### src/rtl/memory_stage_pkg.sv
`default_nettype none
// ============================================================================
//  Module      : memory_stage_pkg
//  Description : Shared types and constants for the memory-access stage:
//                FSM state encoding, RV32I load/store funct3 codes, widths,
//                and a helper that flags funct3 codes with no RV32I meaning.
//  Revision    : 1.0  initial release
// ============================================================================
package memory_stage_pkg;

    localparam int unsigned c_xlen   = 32;
    localparam int unsigned c_be_w   = 4;
    localparam int unsigned c_rd_w   = 5;
    localparam int unsigned c_f3_wd  = 3;
    localparam int unsigned c_wait_w = 8;

    typedef enum logic [0:0] {
        ST_IDLE   = 1'b0,
        ST_ACCESS = 1'b1
    } state_t;

    // Load encodings
    localparam logic [2:0] c_f3_lb  = 3'b000;
    localparam logic [2:0] c_f3_lh  = 3'b001;
    localparam logic [2:0] c_f3_lw  = 3'b010;
    localparam logic [2:0] c_f3_lbu = 3'b100;
    localparam logic [2:0] c_f3_lhu = 3'b101;
    // Store encodings
    localparam logic [2:0] c_f3_sb  = 3'b000;
    localparam logic [2:0] c_f3_sh  = 3'b001;
    localparam logic [2:0] c_f3_sw  = 3'b010;

    function automatic logic f3_illegal(input logic [2:0] f3);
        return (f3 == 3'd3) || (f3 == 3'd6) || (f3 == 3'd7);
    endfunction

endpackage
`default_nettype wire

### src/rtl/load_store_align.sv
`default_nettype none
// ============================================================================
//  Module      : load_store_align
//  Description : Combinational lane steering for RV32I loads and stores.
//  Ports       : funct3      - size/sign code
//                addr_lsb    - byte offset within the word
//                store_data  - raw rs2 value
//                load_raw    - word returned by data memory
//                byte_enable - per-lane write enables
//                store_wdata - store value replicated into every lane
//                load_data   - selected lane, sign/zero extended
//                fault       - misaligned access or undefined funct3
//  Revision    : 1.0  initial release
// ============================================================================
module load_store_align
    import memory_stage_pkg::*;
(
    input  logic [c_f3_wd-1:0] funct3,
    input  logic [1:0]         addr_lsb,
    input  logic [c_xlen-1:0]  store_data,
    input  logic [c_xlen-1:0]  load_raw,
    output logic [c_be_w-1:0]  byte_enable,
    output logic [c_xlen-1:0]  store_wdata,
    output logic [c_xlen-1:0]  load_data,
    output logic               fault
);

    logic [c_xlen-1:0] w_shifted;
    logic [1:0]        w_size;

    // Bring the addressed lane down to bit 0 before extension.
    assign w_shifted = load_raw >> {addr_lsb, 3'b000};
    assign w_size    = funct3[1:0];

    always_comb begin
        byte_enable = 4'b1111;
        store_wdata = store_data;
        case (w_size)
            c_f3_sb[1:0]: begin
                byte_enable = 4'b0001 << addr_lsb;
                store_wdata = {4{store_data[7:0]}};
            end
            c_f3_sh[1:0]: begin
                byte_enable = 4'b0011 << addr_lsb;
                store_wdata = {2{store_data[15:0]}};
            end
            c_f3_sw[1:0]: begin
                byte_enable = 4'b1111;
                store_wdata = store_data;
            end
            default: ;
        endcase
    end

    always_comb begin
        load_data = load_raw;
        case (funct3)
            c_f3_lb:  load_data = {{24{w_shifted[7]}}, w_shifted[7:0]};
            c_f3_lh:  load_data = {{16{w_shifted[15]}}, w_shifted[15:0]};
            c_f3_lbu: load_data = {24'd0, w_shifted[7:0]};
            c_f3_lhu: load_data = {16'd0, w_shifted[15:0]};
            c_f3_lw:  load_data = load_raw;
            default:  load_data = load_raw;
        endcase
    end

    // funct3[1:0]==2'b10 covers LW/SW; 3'b110 is already caught as undefined.
    assign fault = f3_illegal(funct3)
                 | ((w_size == 2'b01) & addr_lsb[0])
                 | ((w_size == 2'b10) & (addr_lsb != 2'b00));

endmodule
`default_nettype wire

### src/rtl/memory_access_stage.sv
`default_nettype none
// ============================================================================
//  Module      : memory_access_stage
//  Description : RV32I memory stage. Non-memory ops and faulting accesses
//                pass to writeback in one cycle; legal loads/stores hold the
//                pipeline while a request is presented to data memory until
//                it acknowledges or the wait counter times out.
//  Ports       : clock/reset      - rising-edge clock, async active-low reset
//                valid..rd        - execute-to-memory register contents
//                dmem*            - data memory request/response
//                stall            - freezes the EX/MEM register and earlier
//                wb*              - writeback register
//  Revision    : 1.0  initial release
// ============================================================================
module memory_access_stage
    import memory_stage_pkg::*;
#(
    parameter int unsigned TIMEOUT_CYCLES = 64
) (
    input  logic                clock,
    input  logic                reset,
    input  logic                valid,
    input  logic                memoryReadEnable,
    input  logic                memoryWriteEnable,
    input  logic                writeBackFromMemoryOrAlu,
    input  logic                regWriteEnable,
    input  logic [c_xlen-1:0]   aluResult,
    input  logic [c_xlen-1:0]   rs2Data,
    input  logic [c_xlen-1:0]   pcAdder,
    input  logic [c_f3_wd-1:0]  funct3,
    input  logic [c_rd_w-1:0]   rd,
    output logic                dmemReq,
    output logic                dmemWe,
    output logic [c_xlen-1:0]   dmemAddr,
    output logic [c_xlen-1:0]   dmemWdata,
    output logic [c_be_w-1:0]   dmemByteEnable,
    input  logic                dmemAck,
    input  logic [c_xlen-1:0]   dmemRdata,
    output logic                stall,
    output logic                wbValid,
    output logic                wbRegWrite,
    output logic                wbFault,
    output logic                wbBusError,
    output logic [c_xlen-1:0]   wbData,
    output logic [c_xlen-1:0]   wbPcAdder,
    output logic [c_rd_w-1:0]   wbRd
);

    localparam logic [c_wait_w-1:0] c_timeout_last = c_wait_w'(TIMEOUT_CYCLES - 1);

    state_t r_state;
    state_t w_next_state;

    logic [c_wait_w-1:0] r_wait_cnt;
    logic [c_xlen-1:0]   r_addr;
    logic [c_xlen-1:0]   r_sdata;
    logic [c_xlen-1:0]   r_pc;
    logic [c_rd_w-1:0]   r_rd;
    logic [c_f3_wd-1:0]  r_f3;
    logic                r_store;
    logic                r_wbsel;
    logic                r_regwrite;

    logic                w_access;
    logic                w_mem_op;
    logic                w_fault;
    logic                w_legal;
    logic                w_timeout;
    logic [c_f3_wd-1:0]  w_al_f3;
    logic [1:0]          w_al_lsb;
    logic [c_xlen-1:0]   w_al_sdata;
    logic [c_be_w-1:0]   w_byte_enable;
    logic [c_xlen-1:0]   w_store_wdata;
    logic [c_xlen-1:0]   w_load_data;

    assign w_access = (r_state == ST_ACCESS);
    assign w_mem_op = valid & (memoryReadEnable | memoryWriteEnable);
    assign w_legal  = w_mem_op & ~w_fault;
    assign w_timeout = w_access & ~dmemAck & (r_wait_cnt == c_timeout_last);

    // One aligner serves both phases: the fault check only matters in IDLE
    // (live inputs), lane steering only in ACCESS (latched op).
    assign w_al_f3    = w_access ? r_f3          : funct3;
    assign w_al_lsb   = w_access ? r_addr[1:0]   : aluResult[1:0];
    assign w_al_sdata = w_access ? r_sdata       : rs2Data;

    load_store_align u_align (
        .funct3      (w_al_f3),
        .addr_lsb    (w_al_lsb),
        .store_data  (w_al_sdata),
        .load_raw    (dmemRdata),
        .byte_enable (w_byte_enable),
        .store_wdata (w_store_wdata),
        .load_data   (w_load_data),
        .fault       (w_fault)
    );

    // State register
    always_ff @(posedge clock or negedge reset) begin
        if (!reset) r_state <= ST_IDLE;
        else        r_state <= w_next_state;
    end

    // Next-state logic
    always_comb begin
        w_next_state = r_state;
        case (r_state)
            ST_IDLE:   if (w_legal) w_next_state = ST_ACCESS;
            ST_ACCESS: if (dmemAck || w_timeout) w_next_state = ST_IDLE;
            default:   w_next_state = ST_IDLE;
        endcase
    end

    // Output logic; stall is forced low while reset is held.
    always_comb begin
        stall          = 1'b0;
        dmemReq        = 1'b0;
        dmemWe         = 1'b0;
        dmemAddr       = '0;
        dmemWdata      = '0;
        dmemByteEnable = '0;
        if (reset) begin
            case (r_state)
                ST_IDLE: stall = w_legal;
                ST_ACCESS: begin
                    dmemReq        = 1'b1;
                    dmemWe         = r_store;
                    dmemAddr       = {r_addr[31:2], 2'b00};
                    dmemWdata      = w_store_wdata;
                    dmemByteEnable = w_byte_enable;
                    stall          = ~dmemAck & ~w_timeout;
                end
                default: ;
            endcase
        end
    end

    // Wait counter and operand capture
    always_ff @(posedge clock or negedge reset) begin
        if (!reset) begin
            r_wait_cnt <= '0;
            r_addr     <= '0;
            r_sdata    <= '0;
            r_pc       <= '0;
            r_rd       <= '0;
            r_f3       <= '0;
            r_store    <= 1'b0;
            r_wbsel    <= 1'b0;
            r_regwrite <= 1'b0;
        end else if (!w_access) begin
            if (w_legal) begin
                r_wait_cnt <= '0;
                r_addr     <= aluResult;
                r_sdata    <= rs2Data;
                r_pc       <= pcAdder;
                r_rd       <= rd;
                r_f3       <= funct3;
                r_store    <= memoryWriteEnable;
                r_wbsel    <= writeBackFromMemoryOrAlu;
                r_regwrite <= regWriteEnable;
            end
        end else if (!dmemAck) begin
            r_wait_cnt <= r_wait_cnt + 8'd1;
        end
    end

    // Writeback register: only wbValid is refreshed on idle cycles.
    always_ff @(posedge clock or negedge reset) begin
        if (!reset) begin
            wbValid    <= 1'b0;
            wbRegWrite <= 1'b0;
            wbFault    <= 1'b0;
            wbBusError <= 1'b0;
            wbData     <= '0;
            wbPcAdder  <= '0;
            wbRd       <= '0;
        end else if (!w_access) begin
            if (valid && !w_legal) begin
                // Non-memory op, or a memory op rejected by the aligner.
                wbValid    <= 1'b1;
                wbRegWrite <= regWriteEnable & ~w_mem_op;
                wbFault    <= w_mem_op;
                wbBusError <= 1'b0;
                wbData     <= aluResult;
                wbPcAdder  <= pcAdder;
                wbRd       <= rd;
            end else begin
                wbValid    <= 1'b0;
            end
        end else if (dmemAck) begin
            wbValid    <= 1'b1;
            wbRegWrite <= r_regwrite & ~r_store;
            wbFault    <= 1'b0;
            wbBusError <= 1'b0;
            wbData     <= r_wbsel ? w_load_data : r_addr;
            wbPcAdder  <= r_pc;
            wbRd       <= r_rd;
        end else if (w_timeout) begin
            wbValid    <= 1'b1;
            wbRegWrite <= 1'b0;
            wbFault    <= 1'b0;
            wbBusError <= 1'b1;
            wbData     <= r_addr;
            wbPcAdder  <= r_pc;
            wbRd       <= r_rd;
        end else begin
            wbValid    <= 1'b0;
        end
    end

endmodule
`default_nettype wire

### config.mk
export PLATFORM = sky130hd
export DESIGN_NAME = memory_access_stage
export DESIGN_NICKNAME = d
export VERILOG_FILES = /design/src/rtl/memory_stage_pkg.sv /design/src/rtl/load_store_align.sv /design/src/rtl/memory_access_stage.sv
export SDC_FILE = /design/constraint.sdc
export NUM_CORES = 1
export LEC_CHECK = 0
export ABC_AREA = 1
export CORE_UTILIZATION = 50
export DETAILED_ROUTE_END_ITERATION = 16
export PLACE_DENSITY = 0.82
export SLEW_MARGIN = 0
export SYNTH_ARGS = -nofsm -noshare
export SYNTH_HDL_FRONTEND = slang
export SYNTH_SLANG_ARGS = --single-unit
### constraint.sdc
create_clock -name clock -period 3.4 [get_ports clock]
set_input_delay 0.68 -clock clock [delete_from_list [all_inputs] [get_ports clock]]
set_output_delay 0.68 -clock clock [all_outputs]
set_load 0.01 [all_outputs]
==> flow_metrics.py, run 1 <==
metrics = {
    "layout": {
        "fill_cells": 1570,
        "final_cells": 1860,
        "drive_above_1_share_pct": 7.528,
        "area_growth_pct": 36.74,
        "multi_input_area_mm2": 0.004363,
        "final_nets": 1726,
        "seqCellArea_mm2": 0.004733,
    },
    "timing": {
        "setup_viol": 0,
        "skew_ns": 0.01126,
        "rsz0062_at_grt": "false",
        "period_minus_slack_ns": 3.266,
        "slew_headroom_pct": 38.93,
        "setup_tns_ns": 0,
        "final_hold_viol_count": 0,
        "maxSlewViolCount": 0,
        "fin_crit_sh_pct": 96.07,
        "worst_slew_pin_slew_ns": 0.9161,
        "fmax_ghz": 0.3062,
    },
    "power": {
        "vdd_ir_drop_max_v": 0.0006397,
        "leakagePower_nw": 6.504,
        "powerDensity_mw_per_mm2": 850.9,
        "finalPower_mw": 11.53,
    },
    "cts": {
        "htreeDepth": 4,
        "clkTransAtPathRegs_ns": 0.08,
        "clkSinkCount": 189,
        "cts_repair_resize_count": 0,
        "clkLatencyLatePin_ns": 0.44,
        "clock-root-buffer": "clkbuf_16",
        "cts_max_path_buffers": 2,
        "cts_tree": "done",
        "hold_buffers": 0,
        "post_cts_buffers": 0,
        "cts_buffers": 17,
    },
    "die": {
        "coreArea_mm2": 0.01946,
        "start_util_pct": 50.92,
        "die_y_um": 142.8,
        "rows": 51,
        "ioPinCount": 288,
        "die_w_um": 142.8,
        "die-area_mm2": 0.02039,
    },
    "drt": {
        "drcViolationCount": 0,
        "first_pass_iters": 6,
        "wl_per_cell_um": 16.50,
        "drt-total-wl_um": 30680,
        "vias": 9825,
        "vias_per_cell": 5.282,
        "ant_nets": 0,
        "drtIter0Drc": 787,
    },
    "place": {
        "placement.io_buffers": 285,
        "gp_congestion": 0.9166,
        "placed_cells": 1827,
        "dp_hpwl_um": 21110,
    },
    "worst_setup_path": {
        "start_kind": "input pin",
        "end_kind": "primary output",
        "cp.required_ns": 2.72,
        "crit_start": "funct3[1]",
        "path_class": "input pin to primary output",
        "r2r-start": "r_state",
        "crit_fanout": 9,
        "critPathArrivalTime_ns": 2.59,
    },
    "global_route": {
        "grt_pass1_wl_um": 47720,
        "antenna_found_initial": 1,
        "grt_max_degree": 179,
        "track_usage_pct": 30.34,
        "first_global_vias": 9228,
        "grt.overflow.total": 0,
    },
    "min_path": {
        "hold_path.class": "input pin to asynchronous set/reset pin",
    },
    "synthesis": {
        "netlist_instances": 1329,
        "synth-edff-count": 0,
        "synthTopCellsByCount": "486 x nand2_1, 189 x dfrtp_1, 119 x o21ai_0",
        "yosysMostFrequentCell": "nand2_1",
        "netlist_area_mm2": 0.009911,
        "yosys_register_bits": 189,
        "avgSynthCellArea_um2": 7.457,
        "ys.flop_type": "dfrtp_1",
        "ys_seq_area_share_pct": 47.72,
        "async_flop_share_pct": 100.0,
        "yosysUniqueCellTypes": 34,
        "netlist_top_cells_area": "dfrtp_1 48%, nand2_1 18%, o21ai_0 6.0%",
        "synth_top_area_share_pct": 47.72,
        "yosys_warnings": 0,
        "synth_top_area_cell": "dfrtp_1",
    },
    "status": {
        "outcome": "complete, no violations",
    },
    "flow_run": {
        "maxCapViolCount": 0,
    },
}
-- logic make-up (layout without fill, tap and decap cells) --
kind of cell             Yosys count  in the layout  synth area share [%]
flip-flops                       189            189                 47.72
multiplexers                      42             42                 4.772
XOR/XNOR                           1              1               0.08839
adder cells (fa/ha/maj)            1              1                0.1262
AND/OR/NAND/NOR                  663            663                 26.47
AO/OA/AOI/OAI                    235            235                 12.30
buffers and inverters            197            461                 8.484
other                              1              3               0.03784
-- stage by stage --
step	hold slack (ns)	util, %	setup slack, ns	area [um^2]
2_1_floorplan	0.3844	-	0.8342	9915
3_5_place_dp	0.4575	66.57	0.01792	12960
5_1_grt	0.4956	69.63	0.02452	13550
3_3_place_gp	0.4523	66.57	0.09738	12960
6_report	0.4530	69.63	0.1337	13550
4_1_cts	0.4688	69.57	0.02221	13540
-- layout make-up --
cell class	count	area share, %
antenna	1	0.01847
clock buffer	18	3.167
clock inverter	14	1.145
inverter	114	3.176
multi-input combinational	944	32.19
sequential	189	34.93
tap	265	2.447
timing repair buffer	315	22.93
-- worst max-delay path, cell delays in order --
cell and delay (ns):
clkdlybuf4s50_1 0.46, inv_1 0.05, nand2_1 0.07, nand2_2 0.12, nand2_2 0.24, o21ai_0 0.16
nor2_1 0.22, clkdlybuf4s50_1 0.57
-- where the power goes --
part | internal [mW] | switching, mW
clock network | 0.982 | 0.985
logic | 2.43 | 3.16
registers | 3.31 | 0.660
-- flip-flops by register name, summed over array words and instances (netlist names), 3 cells and up --
name and count:
r_addr 32, r_pc 32, r_sdata 32, wbData 32, wbPcAdder 32, r_wait_cnt 8, r_rd 5, wbRd 5
r_f3 3
-- routing by layer --
metal | vias to the layer above | wire length (um) | GRT usage [%] | share of wire (%)
met4 | 0 | 1012 | 12.62 | 3.3
li1 | 4722 | - | - | -
met2 | 396 | 14780 | 50.21 | 48
met5 | - | 0 | 0 | 0
met1 | 4647 | 12670 | 38.51 | 41
met3 | 60 | 2218 | 6.640 | 7.2
-- worst paths after layout --
| path | slack, ns | end | depth (start not counted) |
|---|---|---|---|
| setup / recovery | 0.13 | dmemWdata[29] | 8 |
| hold / removal | 0.45 | r_addr[29] | 2 |
| setup reg to reg | 0.82 | wbPcAdder[9] | 12 |
| hold reg to reg | 0.47 | wbPcAdder[0] | 2 |
| max in group asynchronous | 1.56 | r_sdata[24] | 3 |
| min in group clock | 0.47 | wbPcAdder[0] | 2 |
-- cells in the final DEF, fill, tap and decap left out, drive strengths merged --
cell type / n
or2: 1
nand4: 2
nor3: 1
clkinvlp: 1
ha: 1
clkinv: 10
a22oi: 1
nor2: 99
buf: 30
clkbuf: 19
conb: 2
inv: 117
diode: 1
a211oi: 2
o31ai: 2
o22ai: 9
xor2: 1
a21oi: 55
o21ai: 159
mux2: 42
dfrtp: 189
nand2: 489
o221ai: 1
nand3: 71
clkdlybuf4s50: 284
o211ai: 6
Note: power is estimated with default switching activity, not from simulation.
==> inputs of run 2 (changes only) <==
--- a/config.mk
+++ b/config.mk
@@ -8,2 +8,3 @@
 export ABC_AREA = 1
+export CAP_MARGIN = 30
 export CORE_UTILIZATION = 50
==> constraint.sdc (replaced) <==
create_clock -name clock -period 3.4 [get_ports clock]
set_input_delay 0.34 -clock clock [delete_from_list [all_inputs] [get_ports clock]]
set_output_delay 0.34 -clock clock [all_outputs]
set_load 0.01 [all_outputs]
==> flow_metrics.py, run 2 (synthesis results as in run 1) <==
metrics = {
    "status": {
        "outcome": "complete, no violations",
    },
    "place": {
        "placed_cells": 1816,
        "dp_hpwl_um": 20810,
        "gp_congestion": 0.8978,
        "place_ws_ns": 0.3699,
        "placement.io_buffers": 285,
    },
    "worst_setup_path": {
        "critPathArrivalTime_ns": 2.85,
        "cp_slowest_cell": "clkdlybuf4s50_1",
        "path_cells": "buf_4 -> o21ai_1 -> nor2_1 -> nand2_1 -> nand2_1 -> nand3_4 -> a21oi_1 -> clkdlybuf4s50_1",
        "r2r_cells": 12,
        "crit_start": "r_state",
        "end_kind": "primary output",
        "start_kind": "register",
        "crit_fanout": 61,
        "critPathMaxStageDelay_ns": 0.63,
        "r2r-start": "r_state",
        "cpMostUsedCell": "nand2_1",
        "path_class": "register to primary output",
        "cp.required_ns": 3.06,
    },
    "drt": {
        "wl_per_cell_um": 16.11,
        "drt-total-wl_um": 29810,
        "first_pass_iters": 5,
        "vias": 9724,
        "ant_nets": 0,
        "drcViolationCount": 0,
        "vias_per_cell": 5.256,
        "drtIter0Drc": 807,
    },
    "global_route": {
        "track_usage_pct": 30.04,
        "first_global_vias": 9487,
        "grt_max_degree": 179,
        "antenna_found_initial": 1,
        "grt_pass1_wl_um": 47350,
        "grt.overflow.total": 0,
    },
    "timing": {
        "worst_slew_pin_slew_ns": 0.8184,
        "rsz0062_at_grt": "false",
        "fmax_ghz": 0.3132,
        "fin_crit_sh_pct": 93.91,
        "skew_ns": 0.01250,
        "hold_ws_ns": 0.3352,
        "maxSlewViolCount": 0,
        "period_minus_slack_ns": 3.193,
        "slew_headroom_pct": 45.44,
        "setup_viol": 0,
        "final_hold_viol_count": 0,
        "setup_tns_ns": 0,
        "worst_slack_ns": 0.2071,
    },
    "cts": {
        "cts_buffers": 17,
        "clkSinkCount": 189,
        "clkLatencyLatePin_ns": 0.44,
        "htreeDepth": 4,
        "cts_tree": "done",
        "clock-root-buffer": "clkbuf_16",
        "cts_max_path_buffers": 2,
        "clkTransAtPathRegs_ns": 0.08,
        "post_cts_buffers": 0,
    },
    "layout": {
        "final_nets": 1716,
        "area_growth_pct": 35.87,
        "seqCellArea_mm2": 0.004733,
        "layout_common_cells": "485 x nand2_1, 284 x clkdlybuf4s50_1, 188 x dfrtp_1, 118 x o21ai_0, 110 x inv_1",
        "final_cells": 1850,
        "fill_cells": 1613,
        "drive_above_1_share_pct": 6.755,
        "multi_input_area_mm2": 0.004359,
        "final_common_cell": "nand2_1",
    },
    "power": {
        "clockPowerShare_pct": 17.1,
        "powerDensity_mw_per_mm2": 846.7,
        "internal_power_mw": 6.667,
        "leakagePower_nw": 6.455,
        "vdd_ir_drop_max_v": 0.0005271,
        "switchingPower_mw": 4.735,
        "p_comb_share_pct": 48.2,
        "seq_power_share_pct": 34.6,
        "sw_frac_of_total_pct": 41.53,
    },
    "die": {
        "start_util_pct": 50.92,
        "die-area_mm2": 0.02039,
        "rows": 51,
        "coreArea_mm2": 0.01946,
        "die_w_um": 142.8,
        "ioPinCount": 288,
        "die_y_um": 142.8,
    },
    "flow_run": {
        "maxCapViolCount": 0,
    },
    "min_path": {
        "hold_path.class": "input pin to asynchronous set/reset pin",
    },
}
## run 2: cell type report
| cell class | instances | share of cell area [%] |
|---|---|---|
| Timing Repair Buffer | 305 | 22.53 |
| Antenna cell | 1 | 0.01858 |
| Sequential cell | 189 | 35.15 |
| Inverter | 114 | 3.196 |
| Clock inverter | 14 | 1.078 |
| Tap cell | 265 | 2.462 |
| Clock buffer | 18 | 3.187 |
| Multi-Input combinational cell | 944 | 32.37 |
## run 2: final timing paths
check / endpoint / slack, ns
setup / recovery: stall / 0.21
hold / removal: r_sdata[24] / 0.34
setup reg to reg: wbData[0] / 0.53
hold reg to reg: wbRd[2] / 0.47
max in group asynchronous: wbPcAdder[28] / 1.52
min in group clock: r_pc[2] / 0.46
## run 2: power groups by stage
stage / registers (mW) / clock network [mW] / logic [mW]
2_1_floorplan: 3.99 / 0 / 3.19
3_3_place_gp: 3.92 / 0 / 5.35
3_5_place_dp: 3.97 / 0 / 5.48
4_1_cts: 3.94 / 1.98 / 5.51
5_1_grt: 4.07 / 2.08 / 6.11
6_report: 3.95 / 1.95 / 5.50
## run 2: critical path, delay by kind of cell, from the launching register on
family          cells  cell delay (ns)
compound gates      2             0.38
buf+inv             2             1.11
simple gates        4             0.43
flops               1             0.49
## run 2: routing by layer
layer  GRT usage [%]  wire (um)
met1           37.77      12150
met2           49.38      14350
met3           6.707       2216
met4           13.81       1095
met5               0          0
## run 2: per-stage QoR
| stage | cell area, um^2 | util (%) | power (mW) |
|---|---|---|---|
| 2_1_floorplan | 9915 | - | 7.187 |
| 3_3_place_gp | 12870 | 66.15 | 9.274 |
| 3_5_place_dp | 12870 | 66.15 | 9.449 |
| 4_1_cts | 13460 | 69.15 | 11.43 |
| 5_1_grt | 13470 | 69.19 | 12.25 |
| 6_report | 13470 | 69.19 | 11.40 |
## run 2: timing repair
action                                  in CTS  in global routing
hold buffers                                 1                  0
endpoints found under the setup margin       0                  7
resized for setup                            0                  1
hold endpoints to repair                    18                  0
